`config.mk`:
```
export PLATFORM = sky130hd
export DESIGN_NAME = jtag_tap_multi_dr
export DESIGN_NICKNAME = d
export VERILOG_FILES = /design/src/rtl/jtag_tap_pkg.sv /design/src/rtl/jtag_tap_fsm.sv /design/src/rtl/jtag_tap_multi_dr.sv
export SDC_FILE = /design/constraint.sdc
export NUM_CORES = 1
export LEC_CHECK = 0
export CAP_MARGIN = 10
export CORE_MARGIN = 5
export CORE_UTILIZATION = 25
export DETAILED_ROUTE_END_ITERATION = 8
export GPL_TIMING_DRIVEN = 0
export HOLD_SLACK_MARGIN = 0.06
export PLACE_DENSITY = 0.44
export SKIP_CTS_REPAIR_TIMING = 1
export SLEW_MARGIN = 40
export SYNTH_ARGS = -nofsm -noshare
export SYNTH_HDL_FRONTEND = slang
export SYNTH_SLANG_ARGS = --single-unit
export TNS_END_PERCENT = 5
```
`constraint.sdc`:
```
create_clock -name tck_i -period 4.4 [get_ports tck_i]
set_input_delay 0.88 -clock tck_i [delete_from_list [all_inputs] [get_ports tck_i]]
set_output_delay 0.88 -clock tck_i [all_outputs]
set_load 0.01 [all_outputs]
```
`src/rtl/jtag_tap_pkg.sv`:
```
// +------------------------------------------------------------------+
// | jtag_tap_pkg: TAP state encoding, fixed IR codes, DR code helper.|
// | Rev 1.0                                                          |
// +------------------------------------------------------------------+
`default_nettype none

package jtag_tap_pkg;

  typedef enum logic [3:0] {
    TestLogicReset = 4'd0,
    RunTestIdle    = 4'd1,
    SelectDrScan   = 4'd2,
    CaptureDr      = 4'd3,
    ShiftDr        = 4'd4,
    Exit1Dr        = 4'd5,
    PauseDr        = 4'd6,
    Exit2Dr        = 4'd7,
    UpdateDr       = 4'd8,
    SelectIrScan   = 4'd9,
    CaptureIr      = 4'd10,
    ShiftIr        = 4'd11,
    Exit1Ir        = 4'd12,
    PauseIr        = 4'd13,
    Exit2Ir        = 4'd14,
    UpdateIr       = 4'd15
  } tap_state_e;

  localparam int unsigned BYPASS0 = 0;
  localparam int unsigned IDCODE  = 1;

  function automatic int unsigned ir_code_for_dr(input int unsigned base, input int unsigned idx);
    return base + idx;
  endfunction

endpackage

`default_nettype wire

```
`src/rtl/jtag_tap_fsm.sv`:
```
// +------------------------------------------------------------------+
// | jtag_tap_fsm: IEEE 1149.1 16-state TAP controller with strobes.  |
// | Rev 1.0                                                          |
// +------------------------------------------------------------------+
`default_nettype none

module jtag_tap_fsm
  import jtag_tap_pkg::*;
(
  input  logic       tck_i,
  input  logic       trst_ni,
  input  logic       tms_i,
  output tap_state_e state_o,
  output logic       test_logic_reset_o,
  output logic       capture_dr_o,
  output logic       shift_dr_o,
  output logic       update_dr_o
);

  tap_state_e state_q, state_d;

  always_ff @(posedge tck_i or negedge trst_ni) begin
    if (!trst_ni) state_q <= TestLogicReset;
    else          state_q <= state_d;
  end

  always_comb begin
    state_d = state_q;
    case (state_q)
      TestLogicReset: state_d = tms_i ? TestLogicReset : RunTestIdle;
      RunTestIdle:    state_d = tms_i ? SelectDrScan   : RunTestIdle;
      SelectDrScan:   state_d = tms_i ? SelectIrScan   : CaptureDr;
      CaptureDr:      state_d = tms_i ? Exit1Dr        : ShiftDr;
      ShiftDr:        state_d = tms_i ? Exit1Dr        : ShiftDr;
      Exit1Dr:        state_d = tms_i ? UpdateDr       : PauseDr;
      PauseDr:        state_d = tms_i ? Exit2Dr        : PauseDr;
      Exit2Dr:        state_d = tms_i ? UpdateDr       : ShiftDr;
      UpdateDr:       state_d = tms_i ? SelectDrScan   : RunTestIdle;
      SelectIrScan:   state_d = tms_i ? TestLogicReset : CaptureIr;
      CaptureIr:      state_d = tms_i ? Exit1Ir        : ShiftIr;
      ShiftIr:        state_d = tms_i ? Exit1Ir        : ShiftIr;
      Exit1Ir:        state_d = tms_i ? UpdateIr       : PauseIr;
      PauseIr:        state_d = tms_i ? Exit2Ir        : PauseIr;
      Exit2Ir:        state_d = tms_i ? UpdateIr       : ShiftIr;
      UpdateIr:       state_d = tms_i ? SelectDrScan   : RunTestIdle;
      default:        state_d = TestLogicReset;
    endcase
  end

  always_comb begin
    state_o            = state_q;
    test_logic_reset_o = (state_q == TestLogicReset);
    capture_dr_o       = (state_q == CaptureDr);
    shift_dr_o         = (state_q == ShiftDr);
    update_dr_o        = (state_q == UpdateDr);
  end

endmodule

`default_nettype wire

```
`src/rtl/jtag_tap_multi_dr.sv`:
```
// +------------------------------------------------------------------+
// | jtag_tap_multi_dr: TAP with IR, BYPASS, IDCODE and NumDr user DRs|
// | Option macro JTAG_TAP_MULTI_DR_LOCK_EN adds lock_i. Rev 1.0      |
// +------------------------------------------------------------------+
`default_nettype none

module jtag_tap_multi_dr
  import jtag_tap_pkg::*;
#(
  parameter int unsigned          IrLength    = 5,
  parameter logic [31:0]          IdcodeValue = 32'h00000001,
  parameter int unsigned          NumDr       = 2,
  parameter int unsigned          DrWidth     = 32,
  parameter int unsigned          UserIrBase  = 'h10,
  parameter logic [IrLength-1:0]  IrCapture   = 'b00101
) (
  input  logic                     tck_i,
  input  logic                     trst_ni,
  input  logic                     tms_i,
  input  logic                     td_i,
  output logic                     td_o,
  output logic                     tdo_oe_o,
  input  logic                     testmode_i,
`ifdef JTAG_TAP_MULTI_DR_LOCK_EN
  input  logic                     lock_i,
`endif
  output logic                     test_logic_reset_o,
  output logic                     capture_dr_o,
  output logic                     shift_dr_o,
  output logic                     update_dr_o,
  output logic [NumDr-1:0]         dr_sel_o,
  input  logic [NumDr*DrWidth-1:0] cap_data_i,
  output logic [DrWidth-1:0]       upd_data_o,
  output logic [NumDr-1:0]         upd_valid_o
);

  tap_state_e state;
  logic       tlr, capture_dr, shift_dr, update_dr;
  logic       capture_ir, shift_ir, update_ir;

  jtag_tap_fsm u_fsm (
    .tck_i              (tck_i),
    .trst_ni            (trst_ni),
    .tms_i              (tms_i),
    .state_o            (state),
    .test_logic_reset_o (tlr),
    .capture_dr_o       (capture_dr),
    .shift_dr_o         (shift_dr),
    .update_dr_o        (update_dr)
  );

  assign capture_ir = (state == CaptureIr);
  assign shift_ir   = (state == ShiftIr);
  assign update_ir  = (state == UpdateIr);

  logic [IrLength-1:0] ir_q, ir_d, ir_sr_q, ir_sr_d;
  logic [31:0]         idcode_q, idcode_d;
  logic                bypass_q, bypass_d;
  logic [DrWidth-1:0]  user_sr_q, user_sr_d, upd_data_q, upd_data_d;
  logic [NumDr-1:0]    upd_valid_q, upd_valid_d, dr_sel;
  logic [DrWidth-1:0]  cap_sel;
  logic                sel_idcode, sel_user, locked;
  logic                tdo_d, td_q, tdo_oe_q;

`ifdef JTAG_TAP_MULTI_DR_LOCK_EN
  // Lock is latched alongside the IR so a DR scan in flight keeps its selection.
  logic lock_q, lock_d;
  assign lock_d = update_ir ? lock_i : lock_q;
  always_ff @(posedge tck_i or negedge trst_ni) begin
    if (!trst_ni) lock_q <= 1'b0;
    else          lock_q <= lock_d;
  end
  assign locked = lock_q;
`else
  assign locked = 1'b0;
`endif

  for (genvar i = 0; i < NumDr; i++) begin : g_dr_sel
    localparam logic [IrLength-1:0] IR_CODE = IrLength'(ir_code_for_dr(UserIrBase, i));
    assign dr_sel[i] = (ir_q == IR_CODE) && !locked;
  end

  assign sel_idcode = (ir_q == IrLength'(IDCODE));
  assign sel_user   = |dr_sel;

  always_comb begin
    cap_sel = '0;
    for (int i = 0; i < NumDr; i++) begin
      if (dr_sel[i]) cap_sel = cap_sel | cap_data_i[i*DrWidth +: DrWidth];
    end
  end

  always_comb begin
    ir_d        = ir_q;
    ir_sr_d     = ir_sr_q;
    idcode_d    = idcode_q;
    bypass_d    = bypass_q;
    user_sr_d   = user_sr_q;
    upd_data_d  = upd_data_q;
    upd_valid_d = '0;

    if (capture_ir)    ir_sr_d = IrCapture;
    else if (shift_ir) ir_sr_d = {td_i, ir_sr_q[IrLength-1:1]};
    if (update_ir)     ir_d    = ir_sr_q;

    // Codes that are neither IDCODE nor an unlocked user DR fall through to BYPASS.
    if (capture_dr) begin
      if (sel_idcode)    idcode_d  = IdcodeValue;
      else if (sel_user) user_sr_d = cap_sel;
      else               bypass_d  = 1'b0;
    end else if (shift_dr) begin
      if (sel_idcode)    idcode_d  = {td_i, idcode_q[31:1]};
      else if (sel_user) user_sr_d = {td_i, user_sr_q[DrWidth-1:1]};
      else               bypass_d  = td_i;
    end

    if (update_dr && sel_user) begin
      upd_data_d  = user_sr_q;
      upd_valid_d = dr_sel;
    end

    if (tlr) begin
      ir_d     = IrLength'(IDCODE);
      ir_sr_d  = '0;
      idcode_d = IdcodeValue;
      bypass_d = 1'b0;
    end
  end

  always_ff @(posedge tck_i or negedge trst_ni) begin
    if (!trst_ni) begin
      ir_q        <= IrLength'(IDCODE);
      ir_sr_q     <= '0;
      idcode_q    <= IdcodeValue;
      bypass_q    <= 1'b0;
      user_sr_q   <= '0;
      upd_data_q  <= '0;
      upd_valid_q <= '0;
    end else begin
      ir_q        <= ir_d;
      ir_sr_q     <= ir_sr_d;
      idcode_q    <= idcode_d;
      bypass_q    <= bypass_d;
      user_sr_q   <= user_sr_d;
      upd_data_q  <= upd_data_d;
      upd_valid_q <= upd_valid_d;
    end
  end

  always_comb begin
    if (shift_ir)        tdo_d = ir_sr_q[0];
    else if (sel_idcode) tdo_d = idcode_q[0];
    else if (sel_user)   tdo_d = user_sr_q[0];
    else                 tdo_d = bypass_q;
  end

  // Clock inverter with scan bypass: TDO launches on falling tck outside test mode.
  logic tck_n;
  assign tck_n = testmode_i ? tck_i : ~tck_i;

  always_ff @(posedge tck_n or negedge trst_ni) begin
    if (!trst_ni) begin
      td_q     <= 1'b0;
      tdo_oe_q <= 1'b0;
    end else begin
      td_q     <= tdo_d;
      tdo_oe_q <= shift_ir | shift_dr;
    end
  end

  assign td_o               = td_q;
  assign tdo_oe_o           = tdo_oe_q;
  assign test_logic_reset_o = tlr;
  assign capture_dr_o       = capture_dr;
  assign shift_dr_o         = shift_dr;
  assign update_dr_o        = update_dr;
  assign dr_sel_o           = dr_sel;
  assign upd_data_o         = upd_data_q;
  assign upd_valid_o        = upd_valid_q;

endmodule

`default_nettype wire
```
==> impl_metrics.yaml, run 1 <==
sta:
  rsz0062_at_grt: "false"
  finalSetupViolations: 0
  tightest_slew_ns: 0.566
  finalMaxSlewViolations: 0
  skew_ns: 0.245
  worst_slack_ns: 0.0372
  hold_viol_final: 0
  slew_headroom: 0.621
placement:
  dp_hpwl_mm: 10.8
  gp_congestion: 0.789
  place_inst: 927
  dp_slack_ns: 0.0781
  port_buffers: 110
yosys:
  syn-instance-count: 541
  async_reset_ff_frac: 1.00
  ys_seq_area_frac: 0.538
  syn_avg_cell_area_um2: 9.89
  synth_top_flop_cell: "dfrtp_1"
  yosysWarningCount: 0
  syn_nets: 610
  synth_cell_types: 43
  netlist_area_um2: 5350
  synth_edf_count: 0
  ys_ff_latch: 115
route:
  avgViaCountPerCell: 4.66
  first_pass_iters: 4
  routed_wl_mm: 15.2
  dr.first_iter.drc_count: 274
  ant_nets: 0
  drcViolationCount: 0
  wire_per_inst_um: 15.7
  vias: 4493
setup_path:
  crit_family: "flip-flops"
  r2r_start: "ir_q[0]"
  end_kind: "primary output"
  cp.arrival_ns: 3.48
  r2r_slack_ns: 0.39
  crit_chain: "clkbuf_2"
  crit_buf_inv: 1
  required_ns: 3.52
  reg2regPathDepth: 5
  crit_fanout: 1
  cpPeakStageDelay_ns: 0.35
  cp_slowest_cell: "dfrtp_1"
  cp-start-kind: "flop"
  r2r-end: "td_o"
  critPathKind: "flop to primary output"
clocking:
  clk_pin_slew_ns: 0.03
  clock_latency_ns: 0.76
  tritoncts: "yes"
cells_and_area:
  diodes: 0
  layout_commonest_cell: "dfrtp_1"
  mostFrequentLayoutCells: "dfrtp_1 (113), clkdlybuf4s50_1 (107), nand2_1 (66)"
  area_growth_pct: 42.2
  final_cells: 964
  final_nets: 746
  drive_gt1_frac: 0.139
power_and_ir_drop:
  clkPwrFrac: 0.392
  p_comb_frac: 0.294
  p_sw_frac: 0.314
  total_power_mw: 4.57
  p_sw_mw: 1.44
  p_seq_frac: 0.314
  power-per-cell-area_nw_per_um2: 601
  leakage_nw: 3.51
  intPower_mw: 3.14
  ir_worst_vdd_uv: 270
grt:
  antenna_found_initial: 0
  grt_use_total: 0.129
  grt_max_degree: 64
  grt_pass1_vias: 4675
  grt_overflow: 0
  grt_pass1_wl_mm: 24.7
floorplanning:
  start_util: 0.254
  dieArea_um2: 24400
  chipWidth_um: 156
  coreArea_um2: 21000
  io_pins: 111
  die_y_um: 156
  row_count: 53
job:
  maxCapViolations: 0
status:
  run_status: "finished, final reports clean"
worst_hold_path:
  hold_class: "input pin to asynchronous set/reset pin"
## cell families after synthesis
kind of cell              after synthesis  synth area share
AOI/OAI and AO/OA                     138             0.147
xor gates and xnor gates                2           0.00328
buffers and inverters                  50            0.0402
DFF                                   115             0.538
muxes                                  65             0.129
and+or+nand+nor                       171             0.142
## metal layers
layer	vias to the layer above	track usage	wire length [µm]
li1	2172	-	-
met1	2211	0.162	6740
met2	90	0.209	7490
met3	20	0.0354	649
met4	0	0.0574	288
met5	-	0	0
## worst reg2reg max path: stages (launching register included)
cell	delay, ns
dfstp_2	0.55
buf_2	0.33
buf_2	0.35
inv_1	0.16
o41ai_1	0.39
a21oi_1	0.14
## final cells by class
type / count / area (µm²)
Tap cell: 275 / 344
Timing Repair Buffer: 111 / 1120
Multi-Input combinational cell: 376 / 2250
Clock inverter: 11 / 185
Buffer: 42 / 185
Sequential cell: 115 / 2880
Clock buffer: 26 / 607
Inverter: 8 / 30.0
Fill cell: 2084 / 13400
## cells in the mapped netlist, types with 2 or more instances
master / count / area [µm²]
nand3_1: 37 / 185
o22ai_1: 7 / 43.8
buf_2: 19 / 95.1
mux2_1: 5 / 56.3
mux2i_1: 33 / 330
o21ai_1: 9 / 45.0
nor2_1: 52 / 195
dfrtp_1: 113 / 2830
a22o_1: 6 / 52.6
buf_1: 5 / 18.8
dfstp_2: 2 / 52.6
nor3_1: 4 / 20.0
xnor2_1: 2 / 17.5
a21oi_1: 44 / 220
nand2_1: 66 / 248
o21ai_0: 60 / 300
mux2_2: 27 / 304
or3_1: 2 / 12.5
clkbuf_1: 17 / 63.8
nand2b_1: 2 / 12.5
inv_2: 2 / 7.51
inv_1: 6 / 22.5
## how the worst max path moves through the flow
stage / startpoint / end / slack, ns / depth (start not counted)
final: td_o / td_o / 0.04 / 1
after global routing: td_o / td_o / 0.02 / 1
after CTS: td_o / td_o / -0.37 / 1
after detailed placement: ir_q[0] / td_o / 0.08 / 5
after global placement: trst_ni / td_o / -4.28 / 1
after floorplan: ir_q[0] / td_o / 0.54 / 5
## registers in the layout, summed over array words and instances (netlist names)
| register | count |
|---|---|
| upd_valid_o | 2 |
| upd_data_o | 32 |
| bypass_q | 1 |
| td_o | 1 |
| idcode_q | 32 |
| ir_q | 5 |
| tdo_oe_o | 1 |
| user_sr_q | 32 |
| ir_sr_q | 5 |
| u_fsm.state_o | 4 |
## stage by stage
| stage | area (µm²) | setup TNS (ns) | hold slack [ns] | utilization |
|---|---|---|---|---|
| floorplan | 5350 | 0 | 0.465 | - |
| global placement | 6790 | -243.07 | 0.483 | 0.323 |
| detailed placement | 6830 | 0 | 0.481 | 0.325 |
| CTS | 7620 | -0.732 | 0.128 | 0.362 |
| global route | 7610 | 0 | 0.168 | 0.362 |
| finish | 7610 | 0 | 0.123 | 0.362 |
## power by group through the flow
stage | clock, mW | combinational [mW] | sequential [mW]
CTS | 1.83 | 1.38 | 1.43
global route | 1.88 | 1.51 | 1.47
detailed placement | 0.00951 | 1.36 | 1.45
global placement | 0.00951 | 1.35 | 1.45
floorplan | 0.00952 | 0.763 | 1.46
finish | 1.80 | 1.34 | 1.43
Power figures use the tool's default switching activity.
==> run 2: changes to the inputs <==
--- a/config.mk
+++ b/config.mk
@@ -8,10 +8,13 @@
 export CAP_MARGIN = 10
 export CORE_MARGIN = 5
 export CORE_UTILIZATION = 25
+export CTS_CLUSTER_DIAMETER = 60
 export DETAILED_ROUTE_END_ITERATION = 8
 export GPL_TIMING_DRIVEN = 0
 export HOLD_SLACK_MARGIN = 0.06
 export PLACE_DENSITY = 0.44
+export RECOVER_POWER = 100
+export REMOVE_ABC_BUFFERS = 1
 export SKIP_CTS_REPAIR_TIMING = 1
 export SLEW_MARGIN = 40
 export SYNTH_ARGS = -nofsm -noshare
==> impl_metrics.yaml, run 2 (synthesis gave the netlist of run 1 again) <==
cells_and_area:
  final_util: 0.351
  drive_gt1_frac: 0.121
  n_fill_cell: 2098
  diodes: 0
  area_growth_pct: 38.0
  final_cells: 930
  multi_input_area_um2: 2220
  final_nets: 711
  layout_commonest_cell: "dfrtp_1"
  mostFrequentLayoutCells: "dfrtp_1 (112), clkdlybuf4s50_1 (70), nand2_1 (66)"
  regArea_um2: 2890
status:
  violations: "capacitance limit, slew limit"
  run_status: "complete, but fails checks"
grt:
  grt_pass1_wl_mm: 22.1
  grt_max_degree: 66
  grt_overflow: 0
  antenna_found_initial: 0
  grt_use_total: 0.114
  grt_pass1_vias: 4360
setup_path:
  crit_family: "flip-flops"
  end_kind: "primary output"
  cp_slowest_cell: "dfrtp_1"
  crit_chain: "clkbuf_2"
  reg2regPathDepth: 3
  critPathKind: "flop to primary output"
  crit_buf_inv: 1
  required_ns: 3.52
  cp-start-kind: "flop"
  r2r_slack_ns: 0.43
  cp.arrival_ns: 3.44
  crit_cells: 1
  cpPeakStageDelay_ns: 0.35
  crit_fanout: 1
sta:
  worst_slack_ns: 0.0832
  tightest_slew_ns: 2.82
  hold_viol_final: 0
  finalMaxSlewViolations: 81
  skew_ns: 0.200
  rsz0062_at_grt: "false"
  tns_ns: 0
  slew_headroom: -0.877
  finalSetupViolations: 0
floorplanning:
  dieArea_um2: 24400
  io_pins: 111
  coreArea_um2: 21000
  chipWidth_um: 156
  start_util: 0.254
  row_count: 53
  die_y_um: 156
power_and_ir_drop:
  ir_worst_vdd_uv: 261
  total_power_mw: 4.22
  leakage_nw: 3.54
  power-per-cell-area_nw_per_um2: 572
clocking:
  clock_latency_ns: 0.72
  tritoncts: "yes"
  clk_pin_slew_ns: 0.03
placement:
  place_inst: 892
  gp_congestion: 0.719
  dp_hpwl_mm: 9.20
  dp_slack_ns: 0.197
  port_buffers: 110
worst_hold_path:
  hold_class: "input pin to asynchronous set/reset pin"
route:
  avgViaCountPerCell: 4.53
  routed_wl_mm: 13.5
  dr.first_iter.drc_count: 243
  wire_per_inst_um: 14.5
  vias: 4216
  drcViolationCount: 0
  ant_nets: 0
  first_pass_iters: 5
job:
  maxCapViolations: 2
==> run 2: final timing paths <==
path / from / to
setup / recovery: tdo_oe_o / tdo_oe_o
hold / removal: trst_ni / td_o
setup reg to reg: ir_q[0] / td_o
hold reg to reg: upd_data_o[27] / upd_data_o[27]
max in group asynchronous: trst_ni / upd_data_o[27]
min in group tck_i: upd_data_o[27] / upd_data_o[27]
==> run 2: layout make-up <==
type | instances | share of cell area
Timing Repair Buffer | 118 | 0.161
Sequential cell | 115 | 0.391
Clock inverter | 15 | 0.0186
Clock buffer | 23 | 0.0780
Tap cell | 275 | 0.0466
Inverter | 8 | 0.00407
Multi-Input combinational cell | 376 | 0.301
==> run 2: layer usage <==
layer  vias up  share of wire  global-route usage
li1       2096              -                   -
met3        17          0.080              0.0608
met2       101           0.45               0.174
met4         0          0.010              0.0351
met1      2002           0.46               0.140
met5         -              0                   0
==> run 2: worst reg2reg max path, cell delays in order, from the launching register on <==
cell	delay, ns
dfstp_4	0.98
inv_1	0.22
o41ai_1	0.50
a21oi_1	0.14
==> run 2: per-stage QoR <==
step	hold slack, ns	cell area (µm²)
after floorplan	0.465	5160
after global placement	0.476	6610
after detailed placement	0.484	6830
after CTS	0.216	7540
after global routing	0.212	7380
final	0.202	7380
==> run 2: power by group <==
group | switching, mW | internal (mW) | total [mW] | leakage, nW
sequential | 0.221 | 1.28 | 1.50 | 1.44
clock | 0.563 | 1.02 | 1.59 | 0.346
combinational | 0.623 | 0.512 | 1.14 | 1.75
==> run 3: changes to the inputs <==
--- a/config.mk
+++ b/config.mk
@@ -15,6 +15,7 @@
 export PLACE_DENSITY = 0.44
 export RECOVER_POWER = 100
 export REMOVE_ABC_BUFFERS = 1
+export SETUP_SLACK_MARGIN = 0.5
 export SKIP_CTS_REPAIR_TIMING = 1
 export SLEW_MARGIN = 40
 export SYNTH_ARGS = -nofsm -noshare
==> impl_metrics.yaml, run 3 (synthesis gave the netlist of run 1 again) <==
cells_and_area:
  final_util: 0.351
  diodes: 0
  final_cell_area_um2: 7390
  mostFrequentLayoutCells: "dfrtp_1 (112), clkdlybuf4s50_1 (70), nand2_1 (66)"
  area_growth_pct: 38.1
  drive_gt1_frac: 0.121
  final_nets: 711
  layout_commonest_cell: "dfrtp_1"
route:
  wire_per_inst_um: 14.5
  vias: 4216
  drcViolationCount: 0
  dr.first_iter.drc_count: 243
  avgViaCountPerCell: 4.53
  first_pass_iters: 5
  routed_wl_mm: 13.5
  ant_nets: 0
setup_path:
  crit_chain: "buf_6"
  required_ns: 3.52
  cp.arrival_ns: 3.44
  crit_cells: 1
  reg2regPathDepth: 3
  cp-start-kind: "flop"
  end_kind: "primary output"
  crit_buf_inv: 1
  cp-startpoint: "td_o"
  crit_end: "td_o"
  cpPeakStageDelay_ns: 0.36
  r2r-end: "td_o"
  cp_slowest_cell: "dfrtp_1"
  crit_fanout: 1
  crit_family: "flip-flops"
  r2r_start: "ir_q[0]"
  r2r_slack_ns: 0.43
  critPathKind: "flop to primary output"
floorplanning:
  die_y_um: 156
  chipWidth_um: 156
  io_pins: 111
  dieArea_um2: 24400
  row_count: 53
  start_util: 0.254
  coreArea_um2: 21000
grt:
  grt_max_degree: 66
  antenna_found_initial: 0
  grt_use_total: 0.114
  grt_pass1_vias: 4360
  grt_overflow: 0
  grt_pass1_wl_mm: 22.1
placement:
  gp_congestion: 0.719
  dp_hpwl_mm: 9.20
  place_area_um2: 6830
  port_buffers: 110
sta:
  slew_headroom: -0.877
  whs_ns: 0.202
  tns_ns: 0
  finalMaxSlewViolations: 81
  skew_ns: 0.200
  tightest_slew_ns: 2.82
  hold_viol_final: 0
  rsz0062_at_grt: "true"
  finalSetupViolations: 0
status:
  run_status: "complete, but fails checks"
  violations: "capacitance limit, slew limit"
clocking:
  clk_pin_slew_ns: 0.03
  clock_latency_ns: 0.72
  tritoncts: "yes"
power_and_ir_drop:
  ir_worst_vdd_uv: 261
  total_power_mw: 4.23
  leakage_nw: 3.54
  power-per-cell-area_nw_per_um2: 573
job:
  maxCapViolations: 2
worst_hold_path:
  hold_class: "input pin to asynchronous set/reset pin"
## run 3: layer usage
| metal | vias to the layer above | track usage | wire (µm) |
|---|---|---|---|
| met5 | - | 0 | 0 |
| met3 | 17 | 0.0608 | 1080 |
| li1 | 2096 | - | - |
| met2 | 101 | 0.174 | 6050 |
| met4 | 0 | 0.0351 | 140 |
| met1 | 2002 | 0.140 | 6200 |
## run 3: power breakdown
part | switching [mW] | internal [mW] | total, mW
Clock | 0.563 | 1.02 | 1.59
Combinational | 0.623 | 0.518 | 1.14
Sequential | 0.222 | 1.28 | 1.50
Total | 1.41 | 2.82 | 4.23
## run 3: how the worst min path moves through the flow
stage,cells after the start,to,slack [ns],start
floorplan,2,user_sr_q[25],0.46,user_sr_q[25]
global placement,1,upd_data_o[29],0.48,upd_data_o[29]
detailed placement,1,upd_data_o[29],0.48,upd_data_o[29]
CTS,1,tdo_oe_o,0.22,trst_ni
global route,1,td_o,0.21,trst_ni
finish,1,td_o,0.20,trst_ni
## run 3: stage by stage
stage	setup WS [ns]	instances
3_3_place_gp	-4.34	884
4_1_cts	-0.333	930
3_5_place_dp	0.197	892
2_1_floorplan	0.00643	499
6_report	0.0767	930
5_1_grt	0.00824	930
## run 3: area by class of cell
| type | instances | area, µm² |
|---|---|---|
| Timing Repair Buffer | 118 | 1190 |
| Clock inverter | 15 | 138 |
| Tap cell | 275 | 344 |
| Clock buffer | 23 | 576 |
| Fill cell | 2098 | 13600 |
| Inverter | 8 | 30.0 |
| Multi-Input combinational cell | 376 | 2220 |
| Sequential cell | 115 | 2890 |
